$ cat config.mk
export PLATFORM = sky130hd
export DESIGN_NAME = if_fetch_unit
export DESIGN_NICKNAME = d
export VERILOG_FILES = /design/src/rtl/fetch_pkg.sv /design/src/rtl/fetch_buffer.sv /design/src/rtl/if_fetch_unit.sv
export SDC_FILE = /design/constraint.sdc
export NUM_CORES = 1
export LEC_CHECK = 0
export CORE_MARGIN = 2
export CORE_UTILIZATION = 52
export CTS_CLUSTER_SIZE = 40
export DETAILED_ROUTE_END_ITERATION = 10
export GPL_ROUTABILITY_DRIVEN = 0
export PLACE_DENSITY = 0.85
export SLEW_MARGIN = 20
export SYNTH_ARGS = -nofsm -noshare
export SYNTH_HDL_FRONTEND = slang
export SYNTH_SLANG_ARGS = --single-unit
$ cat constraint.sdc
create_clock -name clk -period 9.3 [get_ports clk]
set_input_delay 1.86 -clock clk [delete_from_list [all_inputs] [get_ports clk]]
set_output_delay 1.86 -clock clk [all_outputs]
set_load 0.1 [all_outputs]
$ cat src/rtl/fetch_pkg.sv
// Shared types and constants for the instruction-fetch front end.
package fetch_pkg;

    typedef enum logic [1:0] {
        IDLE,
        FETCH,
        HOLD,
        KILL
    } fetch_state_e;

    localparam logic [31:0] NOP_INST      = 32'h0000_0000;
    localparam logic [31:0] PC_ALIGN_MASK = 32'hFFFF_FFFC;

endpackage

$ cat src/rtl/fetch_buffer.sv
// Registered {pc, instruction, valid} triple presented to decode.
// Priority: flush > load > freeze; with no control asserted the slot empties.
module fetch_buffer
    import fetch_pkg::*;
(
    input  logic        clk,
    input  logic        rst,
    input  logic        load,
    input  logic        freeze,
    input  logic        flush,
    input  logic [31:0] load_pc,
    input  logic [31:0] load_inst,
    output logic [31:0] pc_out,
    output logic [31:0] inst_out,
    output logic        inst_valid
);

    // NOTE: sequential state uses non-blocking assignments so every register
    // samples the pre-edge values of the others, independent of statement order.
    always_ff @(posedge clk or posedge rst) begin
        if (rst) begin
            pc_out     <= 32'h0;
            inst_out   <= NOP_INST;
            inst_valid <= 1'b0;
        end else if (flush) begin
            inst_out   <= NOP_INST;
            inst_valid <= 1'b0;
        end else if (load) begin
            pc_out     <= load_pc;
            inst_out   <= load_inst;
            inst_valid <= 1'b1;
        end else if (!freeze) begin
            // Decode consumed the instruction this cycle; present a NOP from now on.
            inst_out   <= NOP_INST;
            inst_valid <= 1'b0;
        end
    end

endmodule

$ cat src/rtl/if_fetch_unit.sv
// Instruction-fetch front end: PC register, one-at-a-time memory request FSM
// and the decode-facing output buffer.
module if_fetch_unit
    import fetch_pkg::*;
#(
    parameter logic [31:0] RESET_PC = 32'h0000_0000,
    parameter int          PC_STEP  = 4
) (
    input  logic        clk,
    input  logic        rst,
    input  logic        stall,
    input  logic        mul_stall,
    input  logic        jb,
    input  logic [31:0] jb_target,
    output logic        im_req,
    output logic [31:0] im_addr,
    input  logic        im_rvalid,
    input  logic [31:0] im_rdata,
    output logic [31:0] pc_out,
    output logic [31:0] inst_out,
    output logic        inst_valid,
    output logic        if_busy
);

    fetch_state_e state_q, state_d;
    logic [31:0]  pc_q, pc_d;
    logic [31:0]  kill_addr_q, kill_addr_d;
    logic         buf_load, buf_freeze, buf_flush;
    logic         hold;
    logic [31:0]  target;
    logic [31:0]  pc_next_seq;

    assign hold        = stall | mul_stall;
    assign target      = jb_target & PC_ALIGN_MASK;
    assign pc_next_seq = pc_q + 32'(PC_STEP);

    always_ff @(posedge clk or posedge rst) begin
        if (rst) begin
            state_q     <= IDLE;
            pc_q        <= RESET_PC;
            kill_addr_q <= RESET_PC;
        end else begin
            state_q     <= state_d;
            pc_q        <= pc_d;
            kill_addr_q <= kill_addr_d;
        end
    end

    // NOTE: every signal written here gets a default first, so no path leaves
    // a value unassigned and no latch is inferred.
    always_comb begin
        state_d     = state_q;
        pc_d        = pc_q;
        kill_addr_d = kill_addr_q;
        buf_load    = 1'b0;
        buf_flush   = 1'b0;
        buf_freeze  = hold;

        case (state_q)
            IDLE: begin
                state_d = FETCH;
                if (jb) pc_d = target;
            end
            FETCH: begin
                if (jb) begin
                    buf_flush = 1'b1;
                    pc_d      = target;
                    if (!im_rvalid) begin
                        // The old request is still in flight; its address must stay stable.
                        kill_addr_d = pc_q;
                        state_d     = KILL;
                    end
                end else if (im_rvalid) begin
                    buf_load = 1'b1;
                    if (hold) state_d = HOLD;
                    else      pc_d    = pc_next_seq;
                end
            end
            HOLD: begin
                if (jb) begin
                    buf_flush = 1'b1;
                    pc_d      = target;
                    state_d   = FETCH;
                end else if (!hold) begin
                    pc_d    = pc_next_seq;
                    state_d = FETCH;
                end
            end
            KILL: begin
                if (jb) begin
                    buf_flush = 1'b1;
                    pc_d      = target;
                end
                if (im_rvalid) state_d = FETCH;
            end
            default: state_d = IDLE;
        endcase
    end

    assign im_req  = (state_q == FETCH) || (state_q == KILL);
    assign im_addr = (state_q == KILL) ? kill_addr_q : pc_q;
    assign if_busy = im_req & ~im_rvalid;

    fetch_buffer u_fetch_buffer (
        .clk        (clk),
        .rst        (rst),
        .load       (buf_load),
        .freeze     (buf_freeze),
        .flush      (buf_flush),
        .load_pc    (pc_q),
        .load_inst  (im_rdata),
        .pc_out     (pc_out),
        .inst_out   (inst_out),
        .inst_valid (inst_valid)
    );

endmodule

======== After elaboration in Yosys (flattened, before gate mapping) ========
Cells that the tools add are included.
operators by class
  add/subtract/negate cells ............... 1
  eq/ne operators ......................... 10
  muxes and demuxes ....................... 26
  bitwise operators ....................... 4
  reductions and logical operators ........ 8
operator list
  operator                                                count
  two-way mux 32 bit                                      9
  one-hot mux 32 bit (3 select lines)                     1
  adder 32 x 3 -> 32 bit (second input constant)          1
  two-way mux 2 bit                                       7
  inequality test 3 bit (second input constant)           4
  two-way mux 1 bit                                       8
  one-hot mux 2 bit (4 select lines)                      1
  AND reduction 5 bit                                     1
  == test 2 bit (second input constant)                   2
  AND reduction 2 bit                                     2
  inequality test 3 x 2 -> 1 bit (second input constant)  1
  AND reduction 3 bit                                     1
  OR reduction 3 bit                                      1
  == test 2 x 1 -> 1 bit (second input constant)          1
  zero test 2 bit                                         1
  inequality test 2 x 1 -> 1 bit (second input constant)  1
  inequality test 2 bit (second input constant)           1
  inverter 1 bit                                          2
  OR reduction 2 bit                                      1
  AND 1 bit                                               1
  logical OR 1 bit                                        1
  OR 1 bit                                                1
word-level totals
  flip-flop bits (word level) ............. 131
  input bits .............................. 70
  output and inout bits ................... 99
  word-level logic and storage cells ...... 55

======== Longest topological paths before layout ========
Gate-level depths: netlist (run 1).
  depth after elaboration ................. 5
  gate-level depth with buffers ........... 8

======== By module ========
A second synthesis (run 1) with hierarchy kept.
second synthesis, totals
  cell total of the unflattened synthesis .. 585
  area total of the unflattened synthesis .. 6406.1 µm²
by module, submodules not included
  module         instances  cells an instance  area each (µm²)
  if_fetch_unit  1          369                3621.0
  fetch_buffer   1          216                2785.2

======== Worst setup path before layout (run 1) ========
Ideal clock, no wire load.
  kind .................................... register to output
  from .................................... reg state_q[0]
  to ...................................... out im_addr[27]
  arrival time ............................ 3.087 ns
  path slack .............................. 4.353 ns
  stages on the path, launching flop included .. 5
  cell sequence ........................... dfrtp_1 -> ha_1 -> clkbuf_1 -> clkbuf_1 -> o21ai_0
between the ends
  word-level cells in the longest chain between the ends .. 2
RTL lines
  element                   RTL line              text
  start: declaration        if_fetch_unit.sv:25   fetch_state_e state_q, state_d;
  start signal: assignment  if_fetch_unit.sv:43   state_q <= state_d;
  == test 2 bit             if_fetch_unit.sv:101  assign im_addr = (state_q == KILL) ? kill_addr_q : pc_q;
  two-way mux 32 bit        if_fetch_unit.sv:101
  end: declaration          if_fetch_unit.sv:16   output logic [31:0] im_addr,
No other way between the ends.

======== Worst setup path after layout (run 1) ========
  from .................................... in im_rvalid
  to ...................................... out if_busy
between the ends
  word-level cells in the longest chain between the ends .. 2
RTL lines
  element                          RTL line              text
  start: declaration               if_fetch_unit.sv:17   input logic im_rvalid,
  inverter 1 bit (no source line)  -
  AND 1 bit                        if_fetch_unit.sv:102  assign if_busy = im_req & ~im_rvalid;
  end: declaration                 if_fetch_unit.sv:22   output logic if_busy
No other way between the ends.

==> results of run 1 <==
## critical path, delay by kind of cell
family | cells | cell delay [ps]
simple gates | 1 | 140
buf+inv | 3 | 1760
## placed cells by master, fill, tap and decap left out, drive strengths merged, types with 5 or more instances in the layout
master           n
nand3           19
nor2            27
clkdlybuf4s50  162
clkbuf          21
and2             8
nand4            9
a21oi           16
and4             6
buf              7
inv              8
clkinv           6
and3             5
a22oi            5
nor4             5
nor3            11
ha               5
o22ai            6
nand2          115
o21ai           21
dfrtp          125
a22o            34
mux2            56
## layout make-up
type                       instances  area share [%]
clock buffer                      21            5.39
timing repair buffer             169            20.0
clock inverter                    11            1.71
sequential                       125            37.5
tap                              143            2.14
multi-input combinational        417            32.9
inverter                           8           0.390
## stage by stage
stage | cells | area, µm² | hold slack, ps | utilization [%]
after floorplan | 602 | 6110 | 450 | -
after global placement | 862 | 7750 | 457 | 67.9
after detailed placement | 862 | 7750 | 463 | 67.9
after CTS | 894 | 8340 | 476 | 73.0
after global routing | 894 | 8350 | 498 | 73.1
final | 894 | 8350 | 474 | 73.1
## state kept, by name, indices dropped and copies added, names as in the netlist
name and cells:
u_fetch_buffer.inst_valid 1, kill_addr_q 30, pc_q 30, u_fetch_buffer.pc_out 30, u_fetch_buffer.inst_out 32, state_q 2
## metal layers
layer	GRT usage [%]	part of all wire, %
met3	8.48	9.4
met1	35.5	41
met5	0	0
met2	44.1	48
met4	8.94	1.6
## how the worst max path moves through the flow
| stage | from | end | cells after the start | slack (ps) |
|---|---|---|---|---|
| after floorplan | rst | kill_addr_q[10]$_DFFE_PP0P_ | 1 | 4110 |
| after global placement | im_rvalid | if_busy | 4 | 3720 |
| after detailed placement | im_rvalid | if_busy | 4 | 3710 |
| after CTS | im_rvalid | if_busy | 4 | 3690 |
| after global routing | im_rvalid | if_busy | 4 | 3630 |
| final | im_rvalid | if_busy | 4 | 3680 |
## logic make-up (layout without fill, tap and decap cells)
kind of cell,Yosys count,after routing,share of synthesized area (%)
DFF,125,125,51.3
AOI/OAI and AO/OA,127,127,15.5
xor gates and xnor gates,1,1,0.144
adders and majority gates,5,5,1.03
and+or+nand+nor,224,224,17.4
buffers and inverters,60,209,4.21
muxes,56,56,10.3
other,1,4,0.0615
==> impl_results.md, run 1 <==
* Status: finished clean
* Ant diodes at 0
* Clock Pin Slew Worst Setup and Hold Paths at 50 ps
* Reg2Reg Setup Slack at 6670 ps
* Synth warn at 0
* Crit path DAT at 3760 ps
* CP required at 7440 ps
* Worst Hold Endpoint: u_fetch_buffer.pc_out[17]$_DFFE_PP0P_
* Setup slack after layout at 3680 ps
* Largest area contributor in the synthesized netlist: dfrtp_1
* Vias in the first global route at 5437
* Minimum clock period at between 5000 and 6000 ps
* TritonCTS clock tree: yes
* Post-Syn Instances at about 600
* DR WL/cell at about 19 µm
* Worst Skew at 6.37 ps
* IO Count at 169
* Slowest stage delay, CP at 1140 ps
* Clk root buf: clkbuf_16
* Post-CTS sizing at 0
* Hold Fails Final Rpt at 0
* Mapped Area at slightly above 0.006 mm²
* Die height at 112 µm
* Clk sink count at 125
* Core Area at 0.0114 mm²
* Top post-synthesis cells by count: dfrtp_1, nand2_1, mux2_2
* Final setup violation count at 0
* Final net count at 813
* Vias at 5282
* Fmax at 178 MHz
* FF+latch area at 0.00313 mm²
* Max-cap violation count at 0
* RR Endpoint: pc_q[14]$_DFFE_PP0P_
* Setup crit end kind: output port
* HPWL Detailed at 11.1 mm
* Most numerous cell on the critical path: clkdlybuf4s50_1
* Count leader, synth: dfrtp_1
* RR Startpoint: state_q[0]$_DFFE_PP0P_
* Worst Setup Start Kind: input port
* # fillers at approximately 810
* FF-to-FF path depth at 6
* Layout area overhead at 37.0%
* Async S/R FF share, synth at 100%
* Worst-Margin Slew at just over 1000 ps
* Post-synth top flop: dfrtp_1
* # rows at 39
* Clk Latency, worst-skew pair at between 400 and 500 ps
* First-pass GRT wire length at 27.4 mm
* Top cell type's share of synthesized area at 51.3%
* Avg Cell Area, Syn at 10.2 µm²
* Slowest cell on the critical path: clkdlybuf4s50_1
* Die W at approximately 110 µm
* Critical path class: input port to output port
* Pin count of the biggest net entering global routing at 74
* EDFF count, synth at 0
* Sequential element share of the synthesized area at 51.3%
* Drt pass-1 iters at 5
* Worst slew margin at 31.0%
* Number of buffers created by CTS at 17
* Worst Hold Launch: u_fetch_buffer.pc_out[17]$_DFFE_PP0P_
* WHS Path Cells at 2
* GRT overflow at 0
* Drt first-iter violations at 400
* Setup TNS at 0 ps
* H-Tree Depth at 4
* Crit-path cells: clkdlybuf4s50_1 > inv_1 > and2_1 > clkdlybuf4s50_1
* Multi-input gate area at 0.00275 mm²
* Crit path max fanout at 6
* Starting Density at 53.4%
* Synth area leaders: dfrtp_1, mux2_2, nand2_1, a22o_1, clkbuf_1
* Fraction of layout instances using a drive strength above 1 at 14.2%
* Full die area at 0.0126 mm²
* Vias per cell at about 5.9
* Antenna violations before repair at 0
* DRT antenna net count at 0
* Port Buffers at 162
* Final period util at 60.4%
* Detailed-route wire length at 16.8 mm
* Worst hold-check path type: flip-flop to flip-flop
* GRT Util Overall at a little over a quarter
* Clk buf depth at 2
* DRC viols at 0
* Worst Setup Slack post-DPL at 3710 ps
* Post-synthesis register bit count at 125
* RSZ-0062 raised after global routing: no
* Post-CTS Setup Bufs at 0
* Pins over their slew limit at 0
* Post-synth cell types at 60
* Hold-fix buffers, CTS at 0
Power of run 1 is left out: the tool's default activity adds up to more than one toggle a clock period on the data nets, which glitch-free logic cannot reach.
==> run 2, diff against run 1 <==
CORE_UTILIZATION = 48   (was 52)
PLACE_DENSITY = 0.79   (was 0.85)
clock period = 5.78 ns   (was 9.3 ns; I/O delays follow)
==> run 2 against run 1 <==
First-iteration DRC count increased by 47%. Flip-flop and latch count stayed put. Critical path depth unchanged. Clock skew is 2.3 ps higher. Design area rose by 0.28%. Die area rose by 8.0%. Hold slack better by 0.96 ps. Cell count rose by 3.6%. Register-to-register slack lost 3400 ps. Critical endpoint is now im_addr[10]. Largest cell class unchanged.
==> impl_results.md, run 2 (synthesis results as in run 1) <==
* HPWL Detailed at 11.3 mm (+1.3%)
* Post-CTS Setup Bufs at 0 (unchanged)
* Clk Latency, worst-skew pair at 420 ps (about the same)
* Slowest stage delay, CP at 980 ps (-160 ps)
* Critical path class: flip-flop to output port
* Worst Setup Start Kind: flip-flop
* Crit-path cells: ha_1 > buf_4 > mux2_2 > clkdlybuf4s50_1
* Final period util at 77.1%
* Commonest non-fill, non-tap cell in the layout: clkdlybuf4s50_1
* Worst hold-check path type: flip-flop to flip-flop
* DRC viols at 0 (unchanged)
* Fraction of layout instances using a drive strength above 1 at 14.7% (+0.47 points)
* Largest delay share family, worst path: buffers and inverters
* Fmax at 224 MHz
* Fin Hold WS at 475 ps (+0.960 ps)
* Crit path DAT at 3300 ps (-460 ps)
* Final setup violation count at 0 (unchanged)
* H-Tree Depth at 4 (unchanged)
* Hold Fails Final Rpt at 0 (unchanged)
* GRT Util Overall at 25.1% (-2.3 points)
* DRT antenna net count at 0 (unchanged)
* Status: finished clean
* WP buf/inv at 2 (-1)
* Layout area overhead at 37.4%
* First-pass GRT wire length at 26.4 mm (-3.4%)
* Full die area at 0.0136 mm² (+8.0%)
* Vias at 5274 (-0.15%)
* Port Buffers at 162 (unchanged)
* Clk root buf: clkbuf_16
* Final net count at 816 (+0.37%)
* Pin count of the biggest net entering global routing at 65 (-12%)
* Worst Skew at 8.69 ps (+2.32 ps)
* CP required at 4620 ps (-2820 ps)
* Antenna violations before repair at 0 (unchanged)
* Core Area at 0.0125 mm² (+9.6%)
* TritonCTS clock tree: yes
* Worst Hold Launch: u_fetch_buffer.pc_out[17]$_DFFE_PP0P_
* Ant diodes at 0 (unchanged)
* Pins over their slew limit at 0 (unchanged)
* Drt pass-1 iters at 6 (+1)
* Post-Route Utilization at 66.9% (-6.2 points)
* IO Count at 169 (unchanged)
* Most frequent cells in the layout: clkdlybuf4s50_1, dfrtp_1, nand2_1
* Register bank with the most flops: u_fetch_buffer.inst_out
* Worst-Margin Slew at 1010 ps (-25.4 ps)
* Crit path max fanout at 19 (+13)
* Drt first-iter violations at 586 (+47%)
* Max reg flops at 32 (unchanged)
* Worst slew margin at 32.7% (+1.7 points)
* Clock Pin Slew Worst Setup and Hold Paths at 60 ps (about the same)
* RSZ-0062 raised after global routing: no
* Clk sink count at 125 (unchanged)
* Setup TNS at 0 ps (unchanged)
* Max-cap violation count at 0 (unchanged)
* DR WL/cell at 18.0 µm (-4.2%)
* RR Startpoint: state_q[0]$_DFFE_PP0P_
* Starting Density at 48.7% (-4.7 points)
* GRT overflow at 0 (unchanged)
* Vias per cell at 5.70 (-3.6%)
* Die height at 117 µm (+3.9%)
* Setup crit end kind: output port
* # rows at 41 (+5.1%)
* Clk buf depth at 2 (unchanged)
* Die W at 117 µm (+3.9%)
* Post-CTS sizing at 0 (unchanged)
* Slowest cell on the critical path: clkdlybuf4s50_1
* Minimum clock period at 4460 ps
* Detailed-route wire length at 16.7 mm (-0.80%)
* Number of buffers created by CTS at 17 (unchanged)
* Worst setup startpoint: state_q[0]$_DFFE_PP0P_
* Vias in the first global route at 5345 (-1.7%)
* Hold-fix buffers, CTS at 0 (unchanged)
run 2: worst register-to-register path, stage by stage, from the launching register on:
cell     delay, ps
dfrtp_1        370
inv_1          100
ha_1           430
nor3b_2        400
a21o_1         690
nand4_1        200
o211a_1        190
run 2: final timing paths:
| check | cells after the start | slack (ps) | end |
|---|---|---|---|
| min | 2 | 480 | u_fetch_buffer.pc_out[17]$_DFFE_PP0P_ |
| max in group asynchronous | 3 | 3900 | pc_q[25]$_DFFE_PP0P_ |
| min reg2reg | 2 | 480 | u_fetch_buffer.pc_out[17]$_DFFE_PP0P_ |
| max | 4 | 1320 | im_addr[10] |
| max reg2reg | 6 | 3290 | pc_q[29]$_DFFE_PP0P_ |
| min in group asynchronous | 3 | 1340 | u_fetch_buffer.pc_out[3]$_DFFE_PP0P_ |
run 2: routing by layer:
metal	global-route usage [%]	routed length [µm]
met1	32.5	7010
met3	8.25	1540
met4	8.08	163
met5	0	0
met2	40.0	7970
run 2: final cells by class:
type,instances,area [µm²]
flip-flops and latches,125,3130
clock buffers,20,447
repair buffers,172,1700
well taps,172,215
inverters,8,32.5
fillers,983,4140
clock inverters,12,121
multi-input cells,417,2740
run 2: stage by stage:
| step | instances | setup WS [ps] | cell area [µm²] |
|---|---|---|---|
| finish | 926 | 1320 | 8380 |
| global route | 926 | 1240 | 8380 |
| CTS | 926 | 1320 | 8370 |
| detailed placement | 894 | 1610 | 7800 |
| global placement | 894 | 1600 | 7800 |
| floorplan | 602 | 1300 | 6110 |
Power of run 2 is left out for the same reason.
==> run 3, diff against run 2 <==
clock period = 4.4 ns   (was 5.78 ns; I/O delays follow)
==> run 3 against run 2 <==
Flip-flop and latch count is the same. Hold slack worse by 3.7 ps. Setup slack gained 160 ps.
==> impl_results.md, run 3 (synthesis results as in run 1) <==
* Post-CTS Setup Bufs at 0 (unchanged)
* Worst slew margin at 33.5% (+0.79 points)
* DR WL/cell at 18.1 µm (+0.62%)
* Worst-Margin Slew at 995 ps (-11.8 ps)
* RR Startpoint: state_q[0]$_DFFE_PP0P_
* Worst setup path endpoint: if_busy
* Port Buffers at 162 (unchanged)
* Final setup violation count at 0 (unchanged)
* # rows at 41 (unchanged)
* Reg2Reg Setup Slack at 1800 ps (-1490 ps)
* Worst hold-check path type: flip-flop to flip-flop
* Ant diodes at 0 (unchanged)
* Setup TNS at 0 ps (unchanged)
* Vias in the first global route at 5206 (-2.6%)
* Clk sink count at 125 (unchanged)
* Crit path max fanout at 35 (+16)
* Fmax at 343 MHz
* Most frequent cells in the layout: clkdlybuf4s50_1, dfrtp_1, nand2_1
* Worst Skew at 9.38 ps (+0.692 ps)
* Fraction of layout instances using a drive strength above 1 at 18.7% (+4.0 points)
* Drt pass-1 iters at 5 (-1)
* Die W at 117 µm (unchanged)
* Post-CTS sizing at 0 (unchanged)
* Commonest non-fill, non-tap cell in the layout: clkdlybuf4s50_1
* DRT antenna net count at 0 (unchanged)
* Core Area at 0.0125 mm² (unchanged)
* Clk root buf: clkbuf_16
* Worst Setup Start Kind: flip-flop
* Detailed-route wire length at 16.8 mm (+0.62%)
* Status: finished clean
* Starting Density at 48.7% (unchanged)
* Clk buf depth at 2 (unchanged)
* TritonCTS clock tree: yes
* Max-cap violation count at 0 (unchanged)
* Pins over their slew limit at 0 (unchanged)
* FF-to-FF path depth at 6 (unchanged)
* HPWL Detailed at 11.3 mm (+0.52%)
* Die height at 117 µm (unchanged)
* First-pass GRT wire length at 26.5 mm (+0.13%)
* Worst setup startpoint: state_q[0]$_DFFE_PP0P_
* Max reg flops at 32 (unchanged)
* CP required at 3520 ps (-1100 ps)
* Number of buffers created by CTS at 17 (unchanged)
* Minimum clock period at 2920 ps
* IO Count at 169 (unchanged)
* Setup crit end kind: output port
* H-Tree Depth at 4 (unchanged)
* Crit path DAT at 2040 ps (-1260 ps)
* Drt first-iter violations at 460 (-22%)
* GRT Util Overall at 25.2% (+0.092 points)
* Vias at 5347 (+1.4%)
* Clock Pin Slew Worst Setup and Hold Paths at 50 ps (about the same)
* Vias per cell at 5.77 (+1.4%)
* Post-Route Utilization at 66.4% (-0.48 points)
* Layout area overhead at 36.4%
* Full die area at 0.0136 mm² (unchanged)
* Hold Fails Final Rpt at 0 (unchanged)
* Register bank with the most flops: u_fetch_buffer.inst_out
* Final net count at 816 (unchanged)
* Final period util at 66.3%
* RSZ-0062 raised after global routing: no
* RR Endpoint: pc_q[23]$_DFFE_PP0P_
* DRC viols at 0 (unchanged)
* Critical path class: flip-flop to output port
* GRT overflow at 0 (unchanged)
* Pin count of the biggest net entering global routing at 74 (+14%)
* Clk Latency, worst-skew pair at 410 ps (about the same)
* Hold-fix buffers, CTS at 0 (unchanged)
* Antenna violations before repair at 0 (unchanged)
* WHS Path Cells at 2 (unchanged)
-- run 3: final cells by class --
type,count,area (µm²)
repair buffers,172,1620
flip-flops and latches,125,3130
clock buffers,21,450
inverters,8,32.5
multi-input cells,417,2730
well taps,172,215
clock inverters,11,143
fillers,959,4200
-- run 3: worst min path at each step --
stage	slack, ps	to	start
4_1_cts	480	u_fetch_buffer.pc_out[9]$_DFFE_PP0P_	u_fetch_buffer.pc_out[9]$_DFFE_PP0P_
3_5_place_dp	460	u_fetch_buffer.pc_out[28]$_DFFE_PP0P_	u_fetch_buffer.pc_out[28]$_DFFE_PP0P_
2_1_floorplan	450	kill_addr_q[27]$_DFFE_PP0P_	kill_addr_q[27]$_DFFE_PP0P_
6_report	470	u_fetch_buffer.pc_out[9]$_DFFE_PP0P_	u_fetch_buffer.pc_out[9]$_DFFE_PP0P_
3_3_place_gp	460	u_fetch_buffer.pc_out[17]$_DFFE_PP0P_	u_fetch_buffer.pc_out[17]$_DFFE_PP0P_
5_1_grt	500	u_fetch_buffer.pc_out[16]$_DFFE_PP0P_	u_fetch_buffer.pc_out[16]$_DFFE_PP0P_
-- run 3: worst max-delay path, cell delays in order (launching register included) --
cell and delay (ps):
dfrtp_1 400, ha_1 200, buf_4 270, or2_2 350, and2_1 170, buf_4 230
-- run 3: through the flow --
stage	hold WS [ps]	std cells	setup WS (ps)	area (µm²)
floorplan	450	602	192	6110
CTS	476	926	1460	8320
finish	471	926	1480	8320
global placement	458	894	1430	7720
detailed placement	462	894	1370	7720
global route	498	926	1420	8320
-- run 3: routing by layer --
metal	GRT usage, %	part of all wire (%)
met5	0	0
met3	7.78	9.3
met2	40.0	47
met4	7.53	1.4
met1	33.4	42
Power of run 3 is left out for the same reason.
